<file path="config.mk">
export PLATFORM = sky130hd
export DESIGN_NAME = bit_serializer
export DESIGN_NICKNAME = d
export VERILOG_FILES = /design/src/rtl/serializer_pkg.sv /design/src/rtl/bit_counter.sv /design/src/rtl/bit_serializer.sv
export SDC_FILE = /design/constraint.sdc
export NUM_CORES = 1
export LEC_CHECK = 0
export CAP_MARGIN = 20
export CORE_MARGIN = 1.5
export CORE_UTILIZATION = 29
export CTS_CLUSTER_SIZE = 10
export DETAILED_ROUTE_END_ITERATION = 12
export GPL_TIMING_DRIVEN = 0
export HOLD_SLACK_MARGIN = 0.1
export PLACE_DENSITY = 0.48
export SETUP_SLACK_MARGIN = 0.5
export SYNTH_ARGS = -nofsm -noshare
export SYNTH_HDL_FRONTEND = slang
export SYNTH_SLANG_ARGS = --single-unit
</file>
<file path="constraint.sdc">
create_clock -name clk -period 2.33 [get_ports clk]
set_input_delay 0.3495 -clock clk [delete_from_list [all_inputs] [get_ports clk]]
set_output_delay 0.3495 -clock clk [all_outputs]
set_load 0.02 [all_outputs]
</file>
<file path="src/rtl/serializer_pkg.sv">
// rtl/serializer_pkg.sv - state encoding and default constants for bit_serializer
package serializer_pkg;

    typedef enum logic [1:0] {
        ST_IDLE   = 2'd0,
        ST_SHIFT  = 2'd1,
        ST_PARITY = 2'd2,
        ST_GAP    = 2'd3
    } state_e;

    localparam int DEFAULT_DATA_W = 8;
    localparam int DEFAULT_GAP    = 0;
    localparam int GAP_CNT_W      = 4;

endpackage

</file>
<file path="src/rtl/bit_counter.sv">
// rtl/bit_counter.sv - loadable down-counter with terminal-count flag
module bit_counter #(
    parameter int W = 4
) (
    input  logic         clk,
    input  logic         rst,
    input  logic         load_i,
    input  logic [W-1:0] load_val_i,
    input  logic         dec_i,
    output logic         tc_o
);

    logic [W-1:0] count_q;

    always_ff @(posedge clk) begin
        if (rst) begin
            count_q <= '0;
        end else if (load_i) begin
            count_q <= load_val_i;
        end else if (dec_i && (count_q != '0)) begin
            count_q <= count_q - W'(1);
        end
    end

    assign tc_o = (count_q == '0);

endmodule

</file>
<file path="src/rtl/bit_serializer.sv">
// rtl/bit_serializer.sv - parallel-to-serial shifter with optional gap and parity
// Optional even-parity bit after each word: define BIT_SERIALIZER_PARITY_EN.
module bit_serializer
    import serializer_pkg::*;
#(
    parameter int DATA_W    = DEFAULT_DATA_W,
    parameter int MSB_FIRST = 1,
    parameter int GAP       = DEFAULT_GAP
) (
    input  logic              clk,
    input  logic              rst,
    input  logic [DATA_W-1:0] in_data,
    input  logic              in_valid,
    output logic              in_ready,
    output logic              x,
    output logic              x_valid,
    output logic              busy,
    output logic              done
);

    localparam int                   CNT_W    = $clog2(DATA_W + 1);
    localparam logic [CNT_W-1:0]     BIT_LOAD = CNT_W'(DATA_W - 1);
    localparam logic [GAP_CNT_W-1:0] GAP_LOAD = GAP_CNT_W'((GAP > 0) ? GAP - 1 : 0);
    localparam bit                   HAS_GAP  = (GAP > 0);

    state_e            state_q, state_d;
    logic [DATA_W-1:0] sr_q, sr_d;
    logic              x_q, x_d;
    logic              xv_q, xv_d;
    logic              bit_load, bit_dec, bit_tc;
    logic              gap_load, gap_dec, gap_tc;
    logic              final_cycle, accept;
    logic              first_bit, next_bit;
    logic [DATA_W-1:0] sr_load, sr_shift;

`ifdef BIT_SERIALIZER_PARITY_EN
    logic par_q, par_d;
    assign final_cycle = (state_q == ST_PARITY);
`else
    assign final_cycle = (state_q == ST_SHIFT) && bit_tc;
`endif

    // Accepting during the last output cycle lets words stream without a bubble.
    assign in_ready = !rst && ((state_q == ST_IDLE) || (!HAS_GAP && final_cycle));
    assign accept   = in_valid && in_ready;
    assign done     = final_cycle;
    assign busy     = (state_q != ST_IDLE);
    assign x        = x_q;
    assign x_valid  = xv_q;

    assign first_bit = (MSB_FIRST != 0) ? in_data[DATA_W-1] : in_data[0];
    assign sr_load   = (MSB_FIRST != 0) ? (in_data << 1) : (in_data >> 1);
    assign next_bit  = (MSB_FIRST != 0) ? sr_q[DATA_W-1] : sr_q[0];
    assign sr_shift  = (MSB_FIRST != 0) ? (sr_q << 1) : (sr_q >> 1);

    always_comb begin
        state_d  = state_q;
        sr_d     = sr_q;
        x_d      = 1'b0;
        xv_d     = 1'b0;
        bit_load = 1'b0;
        bit_dec  = 1'b0;
        gap_load = 1'b0;
        gap_dec  = 1'b0;
`ifdef BIT_SERIALIZER_PARITY_EN
        par_d    = par_q;
`endif
        if (accept) begin
            state_d  = ST_SHIFT;
            sr_d     = sr_load;
            x_d      = first_bit;
            xv_d     = 1'b1;
            bit_load = 1'b1;
`ifdef BIT_SERIALIZER_PARITY_EN
            par_d    = ^in_data;
`endif
        end else begin
            case (state_q)
                ST_SHIFT: begin
                    if (!bit_tc) begin
                        x_d     = next_bit;
                        xv_d    = 1'b1;
                        sr_d    = sr_shift;
                        bit_dec = 1'b1;
                    end else begin
`ifdef BIT_SERIALIZER_PARITY_EN
                        state_d = ST_PARITY;
                        x_d     = par_q;
                        xv_d    = 1'b1;
`else
                        if (HAS_GAP) begin
                            state_d  = ST_GAP;
                            gap_load = 1'b1;
                        end else begin
                            state_d = ST_IDLE;
                        end
`endif
                    end
                end
`ifdef BIT_SERIALIZER_PARITY_EN
                ST_PARITY: begin
                    if (HAS_GAP) begin
                        state_d  = ST_GAP;
                        gap_load = 1'b1;
                    end else begin
                        state_d = ST_IDLE;
                    end
                end
`endif
                ST_GAP: begin
                    if (gap_tc) begin
                        state_d = ST_IDLE;
                    end else begin
                        gap_dec = 1'b1;
                    end
                end
                default: state_d = ST_IDLE;
            endcase
        end
    end

    always_ff @(posedge clk) begin
        if (rst) begin
            state_q <= ST_IDLE;
            sr_q    <= '0;
            x_q     <= 1'b0;
            xv_q    <= 1'b0;
`ifdef BIT_SERIALIZER_PARITY_EN
            par_q   <= 1'b0;
`endif
        end else begin
            state_q <= state_d;
            sr_q    <= sr_d;
            x_q     <= x_d;
            xv_q    <= xv_d;
`ifdef BIT_SERIALIZER_PARITY_EN
            par_q   <= par_d;
`endif
        end
    end

    bit_counter #(.W(CNT_W)) u_bit_cnt (
        .clk        (clk),
        .rst        (rst),
        .load_i     (bit_load),
        .load_val_i (BIT_LOAD),
        .dec_i      (bit_dec),
        .tc_o       (bit_tc)
    );

    bit_counter #(.W(GAP_CNT_W)) u_gap_cnt (
        .clk        (clk),
        .rst        (rst),
        .load_i     (gap_load),
        .load_val_i (GAP_LOAD),
        .dec_i      (gap_dec),
        .tc_o       (gap_tc)
    );

endmodule
</file>
After elaboration in Yosys (flattened, before gate mapping). Index checks and enable logic that the tools add are counted. Widths: inputs -> output; s select.

Input port bits: 11. Output and inout bits: 5. Flip-flop bits (word level): 19.

Multiplexer cells: 20. Reduce and logical (&&, ||, !) cells: 20. $add $sub $neg: 2. Equality and inequality tests: 7.

Operator list (number): $mux 8 (3); $mux 1 (12); $logic_not 4->1 (2); $reduce_bool 4->1 (2); $sub 4x1->4 const B (2); $mux 3 (2); $ne 3x3->1 const B (2); $reduce_and 2->1 (3); $reduce_bool 2->1 (3); $logic_and 1x1->1 (5); $mux 2 (2); $ne 2x2->1 const B (2); $pmux 2 s2 (1); $reduce_or 2->1 (2); $eq 2x1->1 const B (1); $eq 2x2->1 const B (1); $logic_not 2->1 (1); $ne 2x1->1 const B (1); $logic_not 1->1 (1); $logic_or 1x1->1 (1).

Longest topological paths before layout. Gate-level depths: netlist of run 1.

Word-level depth: 9. Depth in mapped cells: 6.

Modules after synthesis. From an unflattened synthesis of run 1, not the netlist that was laid out.

Cells, all modules: 75. Area total of the unflattened synthesis: 699.4 um^2.

By module, submodules not included: bit_serializer (cells each 46, area an instance 436.7 um^2, instances 1); bit_counter (cells each 29, area an instance 262.8 um^2, instances 1).

Worst setup path after synthesis of run 1. No wires, ideal clock.

Path kind: register to output. Start point: register u_bit_cnt.count_q[0]. End point: output port done. Slack: 607 ps. Path buffers: 1. Arrival time: 1374 ps. Required time: 1980 ps. Stages on the path, launching flop included: 6. Path through: dfxtp_1 inv_1 ha_1 or3b_4 buf_6 nor2_1.

Longest elaborated chain between the ends: 2.

RTL lines: start: declaration (line bit_counter.sv:13) `logic [W-1:0] count_q;`; start signal: assignment (line bit_counter.sv:19) `count_q <= load_val_i;`; start signal: assignment (line bit_counter.sv:21) `count_q <= count_q - W'(1);`; $logic_not 4->1 (line bit_counter.sv:25) `assign tc_o = (count_q == '0);`; $logic_and 1x1->1 (line bit_serializer.sv:40) `assign final_cycle = (state_q == ST_SHIFT) && bit_tc;`; end: declaration (line bit_serializer.sv:18) `output logic done`.

Every way passes these cells.

Final worst setup path of run 1.
Start point: register u_bit_cnt.count_q[1]. End point: output port done.

Same word-level chain as after synthesis.

==> Implementation_results.wiki, run 1 <==
{| class="wikitable"
! Metric !! Value
|-
| Most used cells in the layout excluding fill and tap cells || sky130_fd_sc_hd__nor3_1 (14), sky130_fd_sc_hd__dfxtp_1 (12), sky130_fd_sc_hd__clkdlybuf4s50_1 (11)
|-
| Via Count || 643
|-
| Transition time at the pin with the least slew margin || 530.2 ps
|-
| Hold Crit Class || reg -> reg
|-
| Register bit count reported by yosys || 14
|-
| F_max || 533.4 MHz
|-
| Number of top-level pins || 16
|-
| WS Path Type || reg -> out
|-
| Clock network fraction of design power || 0.272
|-
| Hold Startpoint || sr_q[7]$_SDFFE_PP0P_
|-
| Met2 wire length || 806 um
|-
| Data required, critical path || 1980 ps
|-
| Fin. Hold Viols || 0
|-
| Setup-violating endpoint count in the final report || 0
|-
| Footprint of the multi-input gates || 394.1 um2
|-
| Met1 Routed Length || 873 um
|-
| Count of buffers from port buffering || 14
|-
| Synthesized net count || 86
|-
| Largest voltage drop on the vdd net || 0.0003179 V
|-
| Leakage dissipation || 0.3658 nW
|-
| Area post-placement || 872.1 um2
|-
| First-pass GRT wire length || 3049 um
|-
| Count of yosys warnings during synthesis || 0
|-
| Layout overhead on the synthesized area || 42.37%
|-
| Total net switching power || 200.9 uW
|-
| Clock tree root buffer cell || sky130_fd_sc_hd__clkbuf_4
|-
| Depth of the most critical reg-to-reg path || 7
|-
| Clock tree from TritonCTS || built
|-
| Antenna cells || 0
|-
| Launching point of the worst reg2reg path || u_bit_cnt.count_q[1]$_SDFFE_PP0P_
|-
| Data arrival time of the worst path || 1530 ps
|-
| Remaining routing DRC violations || 0
|-
| Part of the total power dissipated in sequential elements || 0.420
|-
| Flop-to-flop setup slack || 680 ps
|-
| Post-Route Skew || 10.78 ps
|-
| Minimum period implied by the final worst setup slack || 1875 ps
|-
| Sequential cell area in the final layout || 282.8 um2
|-
| Crit path max fanout || 3
|-
| Portion of total power attributed to combinational logic || 0.308
|-
| Weighted congestion reported at the end of routability-driven placement || 0.7614
|-
| Hold Crit Endpoint || x$_SDFF_PP0_
|-
| CTS H-Tree Depth || 1
|-
| Cell type with the highest aggregate area in the netlist || sky130_fd_sc_hd__dfxtp_1
|-
| Share of the yosys chip area belonging to registers || 0.4022
|-
| Clock network latency to the later pin of the worst-skew pair || 280 ps
|-
| Average cell area after synthesis || 9.418 um2
|-
| Setup repair after global routing missed its margin || yes
|-
| Count of TritonRoute iterations in the first routing pass || 4
|-
| Vertical extent of the die || 52.02 um
|-
| EDFF count, synth || 0
|-
| Register clock-pin slew on the reported worst setup and hold paths || 100 ps
|-
| Via/cell ratio || 5.063
|-
| Worst R2R End || u_bit_cnt.count_q[1]$_SDFFE_PP0P_
|-
| Tcrit/Tclk final || 0.8046
|-
| Die outline area || 2706 um2
|-
| Fraction of final layout cells with drive strength greater than 1 || 0.3333
|-
| Mean routed wirelength per cell || 14.24 um
|-
| Most frequent standard cell in the layout excluding fill and tap cells || sky130_fd_sc_hd__nor3_1
|-
| Crit path launch type || register
|-
| Width of the die || 52.02 um
|-
| Outcome || complete, no violations
|-
| Initial core utilization || 0.3120
|-
| Clk buf depth || 2
|-
| Post-layout util || 0.4443
|-
| Core Region || 2233 um2
|-
| Post-synth top area share || 0.4022
|-
| Clock net sink count || 14
|-
| Pin count of the biggest net entering global routing || 11
|-
| Endpoint kind of the worst setup timing path || output pin
|-
| Netlist area before placement || 696.9 um2
|-
| Final Instance Area || 992.2 um2
|-
| Setup total negative slack || 0 ps
|-
| Areal power density over the cells || 669.8 nW/um2
|-
| Routed Antenna Nets || 0
|-
| Total track usage || 0.1564
|-
| Switching share of total power || 0.3022
|-
| Initial DRC count || 1
|-
| Filler cell count || 239
|-
| Slew headroom || 0.6466
|-
| Main area contributors after synthesis || sky130_fd_sc_hd__dfxtp_1 (40%), sky130_fd_sc_hd__a221oi_2 (13%), sky130_fd_sc_hd__nor3_1 (10%)
|-
| Top layer used by detailed routing || met4
|-
| Max Transition Viols Final || 0
|-
| Max-cap viol count || 0
|-
| Cell count of the worst hold path || 2
|-
| Cell internal pwr || 463.7 uW
|-
| Number of standard cells after synthesis || 74
|-
| Number of global-route vias before repair || 660
|-
| Total clock buffers created by CTS || 3
|-
| Net count reported at finish || 112
|-
| Number of antenna violations at the first check in global routing || 0
|-
| Yosys cell types || 23
|-
| Detailed-routed wire length on met3 || 95 um
|-
| Async set-reset flop share out of synthesis || 0
|-
| Commonest register cell after synthesis || sky130_fd_sc_hd__dfxtp_1
|-
| Grt ovf || 0
|-
| Routed wire length || 1808 um
|-
| Number of rows created at floorplan || 17
|-
| Total half-perimeter wirelength after legalization and detailed placement || 1111 um
|}
layout make-up:
type | count | share of cell area
inverters | 4 | 0.01513
plain buffers | 6 | 0.04161
flip-flops and latches | 14 | 0.2850
well taps | 28 | 0.03531
clock buffers | 4 | 0.03657
multi-input cells | 50 | 0.3972
repair buffers | 21 | 0.1892
worst max-delay path, cell delays in order, from the launching register on:
cell and delay, ps:
sky130_fd_sc_hd__dfxtp_2 330, sky130_fd_sc_hd__inv_2 70, sky130_fd_sc_hd__ha_4 140, sky130_fd_sc_hd__or3b_4 390, sky130_fd_sc_hd__buf_8 130, sky130_fd_sc_hd__nor2_4 70, sky130_fd_sc_hd__buf_6 120
per-stage QoR:
stage                     hold WS [ps]  total power [mW]  setup WS (ps)  instances
after global placement           457.9            0.4471         -61.74        116
after floorplan                  428.8            0.3924          606.8         74
after CTS                        471.2            0.6645          462.7        126
final                            469.6            0.6646          455.4        127
after detailed placement         453.9            0.4476         -58.24        116
after global routing             515.9            0.7032          392.6        127
cell families (layout without fill, tap and decap cells):
| kind of cell | Yosys count | after routing | share of synthesized area |
|---|---|---|---|
| simple gates | 31 | 31 | 0.2460 |
| buf+inv | 10 | 35 | 0.07001 |
| compound gates | 16 | 16 | 0.2370 |
| xor+xnor | 1 | 1 | 0.01257 |
| mux | 1 | 1 | 0.01436 |
| fa+ha+maj | 1 | 1 | 0.01795 |
| flops | 14 | 14 | 0.4022 |
synthesized netlist by cell type, types with 2 or more instances:
library cell               count
sky130_fd_sc_hd__nor2_1        5
sky130_fd_sc_hd__nor3_1       14
sky130_fd_sc_hd__a221oi_2      6
sky130_fd_sc_hd__nor2b_1       6
sky130_fd_sc_hd__buf_2         2
sky130_fd_sc_hd__dfxtp_1      14
sky130_fd_sc_hd__a211oi_1      4
sky130_fd_sc_hd__clkbuf_1      2
sky130_fd_sc_hd__nand3_1       3
sky130_fd_sc_hd__inv_1         4
sky130_fd_sc_hd__a21oi_1       2
worst max path at each step:
stage / start / endpoint
floorplan: u_bit_cnt.count_q[0]$_SDFFE_PP0P_ / done
global placement: rst / in_ready
detailed placement: rst / in_ready
CTS: u_bit_cnt.count_q[1]$_SDFFE_PP0P_ / done
global route: u_bit_cnt.count_q[1]$_SDFFE_PP0P_ / done
finish: u_bit_cnt.count_q[1]$_SDFFE_PP0P_ / done
sequential cells by signal, indices dropped and copies added, names as in the netlist:
name               count
x                      1
u_bit_cnt.count_q      4
x_valid                1
state_q                1
sr_q                   7
power groups by stage:
stage	clock, mW	combinational (mW)	sequential (mW)
floorplan	0	0.107	0.285
finish	0.180	0.205	0.279
global route	0.199	0.222	0.282
global placement	0	0.163	0.284
detailed placement	0	0.164	0.283
CTS	0.185	0.201	0.279
per-layer routing:
layer,vias to the layer above,track usage
met2,16,0.2363
met5,-,0
met3,4,0.04885
li1,327,-
met1,296,0.1968
met4,0,0.08333
repair_timing:
item	in CTS	in global routing
pin swaps	1	0
hold buffers	0	0
gates resized for setup	21	1
cloned	0	0
endpoints found under the setup margin	2	2
setup buffers	6	1
Note: power is estimated with default switching activity, not from simulation.
==> inputs of run 2 (changes only) <==
Clock period 2.33 ns to 1.85 ns, I/O delays scaled along.
==> run 2 against run 1 <==
- worst hold slack worse by 17 ps
- non-clock buffer count unchanged
- power increased by 32%
- final cell count unchanged
- wire length fell by 0.11%
- combinational power rose by 45%
- register-to-register slack worse by 580 ps
- flip-flop and latch count is the same
- die area unchanged
- setup slack lost 400 ps
- core utilization is 3.7 points higher
- clock-buffer cell count is the same
==> Implementation_results.wiki, run 2 (synthesis results as in run 1) <==
{| class="wikitable"
! Metric !! Value
|-
| Setup repair after global routing missed its margin || yes
|-
| Grt ovf || 0
|-
| Total clock buffers created by CTS || 3
|-
| Minimum period implied by the final worst setup slack || 1798 ps
|-
| Flop-to-flop setup slack || 100 ps
|-
| Routed Antenna Nets || 0
|-
| Hold Crit Class || in -> reg
|-
| Clock net sink count || 14
|-
| Layout overhead on the synthesized area || 54.22%
|-
| CTS H-Tree Depth || 1
|-
| Initial core utilization || 0.3120
|-
| Most used cells in the layout excluding fill and tap cells || sky130_fd_sc_hd__nor3_1 (13), sky130_fd_sc_hd__dfxtp_1 (12), sky130_fd_sc_hd__clkdlybuf4s50_1 (9)
|-
| Core Region || 2233 um2
|-
| Antenna cells || 0
|-
| Slew headroom || 0.7565
|-
| Worst slack, placed || -361.3 ps
|-
| Sequential cell area in the final layout || 282.8 um2
|-
| Post-Route Skew || 2.876 ps
|-
| Via Count || 657
|-
| CTS hold repair buffers || 0
|-
| Outcome || complete, no violations
|-
| Max-cap viol count || 0
|-
| Number of top-level pins || 16
|-
| Clock network fraction of design power || 0.255
|-
| Data required, critical path || 1570 ps
|-
| Crit path max fanout || 3
|-
| Portion of total power attributed to combinational logic || 0.340
|-
| Most frequent standard cell in the layout excluding fill and tap cells || sky130_fd_sc_hd__nor3_1
|-
| Count of TritonRoute iterations in the first routing pass || 3
|-
| Largest regs || sr_q (7), u_bit_cnt.count_q (4)
|-
| Leakage dissipation || 0.3942 nW
|-
| Endpoint kind of the worst setup timing path || output pin
|-
| Cell internal pwr || 607.8 uW
|-
| First-pass GRT wire length || 2994 um
|-
| Switching share of total power || 0.3051
|-
| Post-layout util || 0.4812
|-
| Setup-violating endpoint count in the final report || 0
|-
| WS Path Type || reg -> out
|-
| Number of global-route vias before repair || 603
|-
| Total net switching power || 266.9 uW
|-
| Initial DRC count || 4
|-
| Width of the die || 52.02 um
|-
| Largest reg by FF count || sr_q
|-
| Clock network latency to the later pin of the worst-skew pair || 280 ps
|-
| Crit path launch type || register
|-
| Total half-perimeter wirelength after legalization and detailed placement || 1183 um
|-
| Filler cell count || 221
|-
| Number of rows created at floorplan || 17
|-
| Areal power density over the cells || 813.8 nW/um2
|-
| Overall power of the completed layout || 874.7 uW
|-
| Register clock-pin slew on the reported worst setup and hold paths || 90 ps
|-
| Flip-flop count of the largest register after layout || 7
|-
| Tcrit/Tclk final || 0.9719
|-
| Clk buf depth || 2
|-
| Routed wire length || 1806 um
|-
| Transition time at the pin with the least slew margin || 360.7 ps
|-
| Clock tree root buffer cell || sky130_fd_sc_hd__clkbuf_4
|-
| Data arrival time of the worst path || 1520 ps
|-
| Fin. Hold Viols || 0
|-
| Clock tree from TritonCTS || built
|-
| Footprint of the multi-input gates || 451.7 um2
|-
| Net count reported at finish || 112
|-
| Largest voltage drop on the vdd net || 0.0003781 V
|-
| Vertical extent of the die || 52.02 um
|-
| Part of the total power dissipated in sequential elements || 0.404
|-
| Count of buffers from port buffering || 14
|-
| Total track usage || 0.1543
|-
| Mean routed wirelength per cell || 14.22 um
|-
| Smallest setup slack after layout || 52.01 ps
|-
| Max Transition Viols Final || 0
|-
| Remaining routing DRC violations || 0
|-
| Number of antenna violations at the first check in global routing || 0
|-
| Setup total negative slack || 0 ps
|-
| Via/cell ratio || 5.173
|-
| F_max || 556.2 MHz
|-
| Pin count of the biggest net entering global routing || 11
|-
| Die outline area || 2706 um2
|-
| Minimum hold slack || 452.7 ps
|-
| Weighted congestion reported at the end of routability-driven placement || 0.7058
|-
| Fraction of final layout cells with drive strength greater than 1 || 0.4242
|}
==> run 2: changes by cell type in the layout (fill, tap and decap cells not counted), moves of 2 or more <==
cell / previous run / this run
sky130_fd_sc_hd__clkdlybuf4s50_1: 11 / 9
sky130_fd_sc_hd__nand3_2: 0 / 2
sky130_fd_sc_hd__buf_12: 0 / 2
sky130_fd_sc_hd__nor2_4: 1 / 3
sky130_fd_sc_hd__nand3_1: 3 / 1
sky130_fd_sc_hd__nor2_1: 4 / 2
==> run 2: path summary, 6_finish.rpt <==
kind | start | endpoint | cells past startpoint
hold / removal | in_valid | state_q[0]$_SDFFE_PP0P_ | 3
hold reg to reg | sr_q[7]$_SDFFE_PP0P_ | x$_SDFF_PP0_ | 2
setup / recovery | u_bit_cnt.count_q[1]$_SDFFE_PP0P_ | done | 6
setup reg to reg | u_bit_cnt.count_q[1]$_SDFFE_PP0P_ | sr_q[2]$_SDFFE_PP0P_ | 8
==> run 2: critical path, cell delays in order, from the launching register on <==
cell and delay (ps):
sky130_fd_sc_hd__dfxtp_2 340, sky130_fd_sc_hd__inv_2 60, sky130_fd_sc_hd__ha_4 130, sky130_fd_sc_hd__or3b_4 390
sky130_fd_sc_hd__buf_12 140, sky130_fd_sc_hd__nor2_4 70, sky130_fd_sc_hd__buf_6 120
==> run 2: stage by stage <==
step	instance area [um2]	cells
after floorplan	738.2	74
after global placement	913.4	116
after CTS	1005	126
after global routing	1075	127
after detailed placement	913.4	116
final	1075	127
==> run 2: metal layers <==
metal / GRT usage / wire length, um / vias to the layer above
li1: - / - / 327
met1: 0.2099 / 857 / 320
met2: 0.2447 / 885 / 8
met3: 0.02586 / 48 / 2
met4: 0.05263 / 14 / 0
met5: 0 / 0 / -
==> run 2: power groups by stage <==
| stage | Combinational [mW] | Clock (mW) | Sequential (mW) |
|---|---|---|---|
| detailed placement | 0.229 | 0 | 0.361 |
| CTS | 0.259 | 0.231 | 0.352 |
| global route | 0.321 | 0.246 | 0.359 |
| finish | 0.298 | 0.223 | 0.354 |
| global placement | 0.228 | 0 | 0.361 |
| floorplan | 0.156 | 0 | 0.362 |
==> run 2: repair_timing <==
action / in CTS / in global routing
pin swaps: 2 / 7
resized for setup: 17 / 17
buffers inserted: 6 / 1
endpoints found under the setup margin: 18 / 15
==> run 2: final cells by class <==
cell class	count	area share
Clock buffer	4	0.03376
Timing Repair Buffer	21	0.1921
Sequential cell	14	0.2631
Inverter	4	0.01397
Multi-Input combinational cell	50	0.4203
Buffer	6	0.04424
Tap cell	28	0.03260
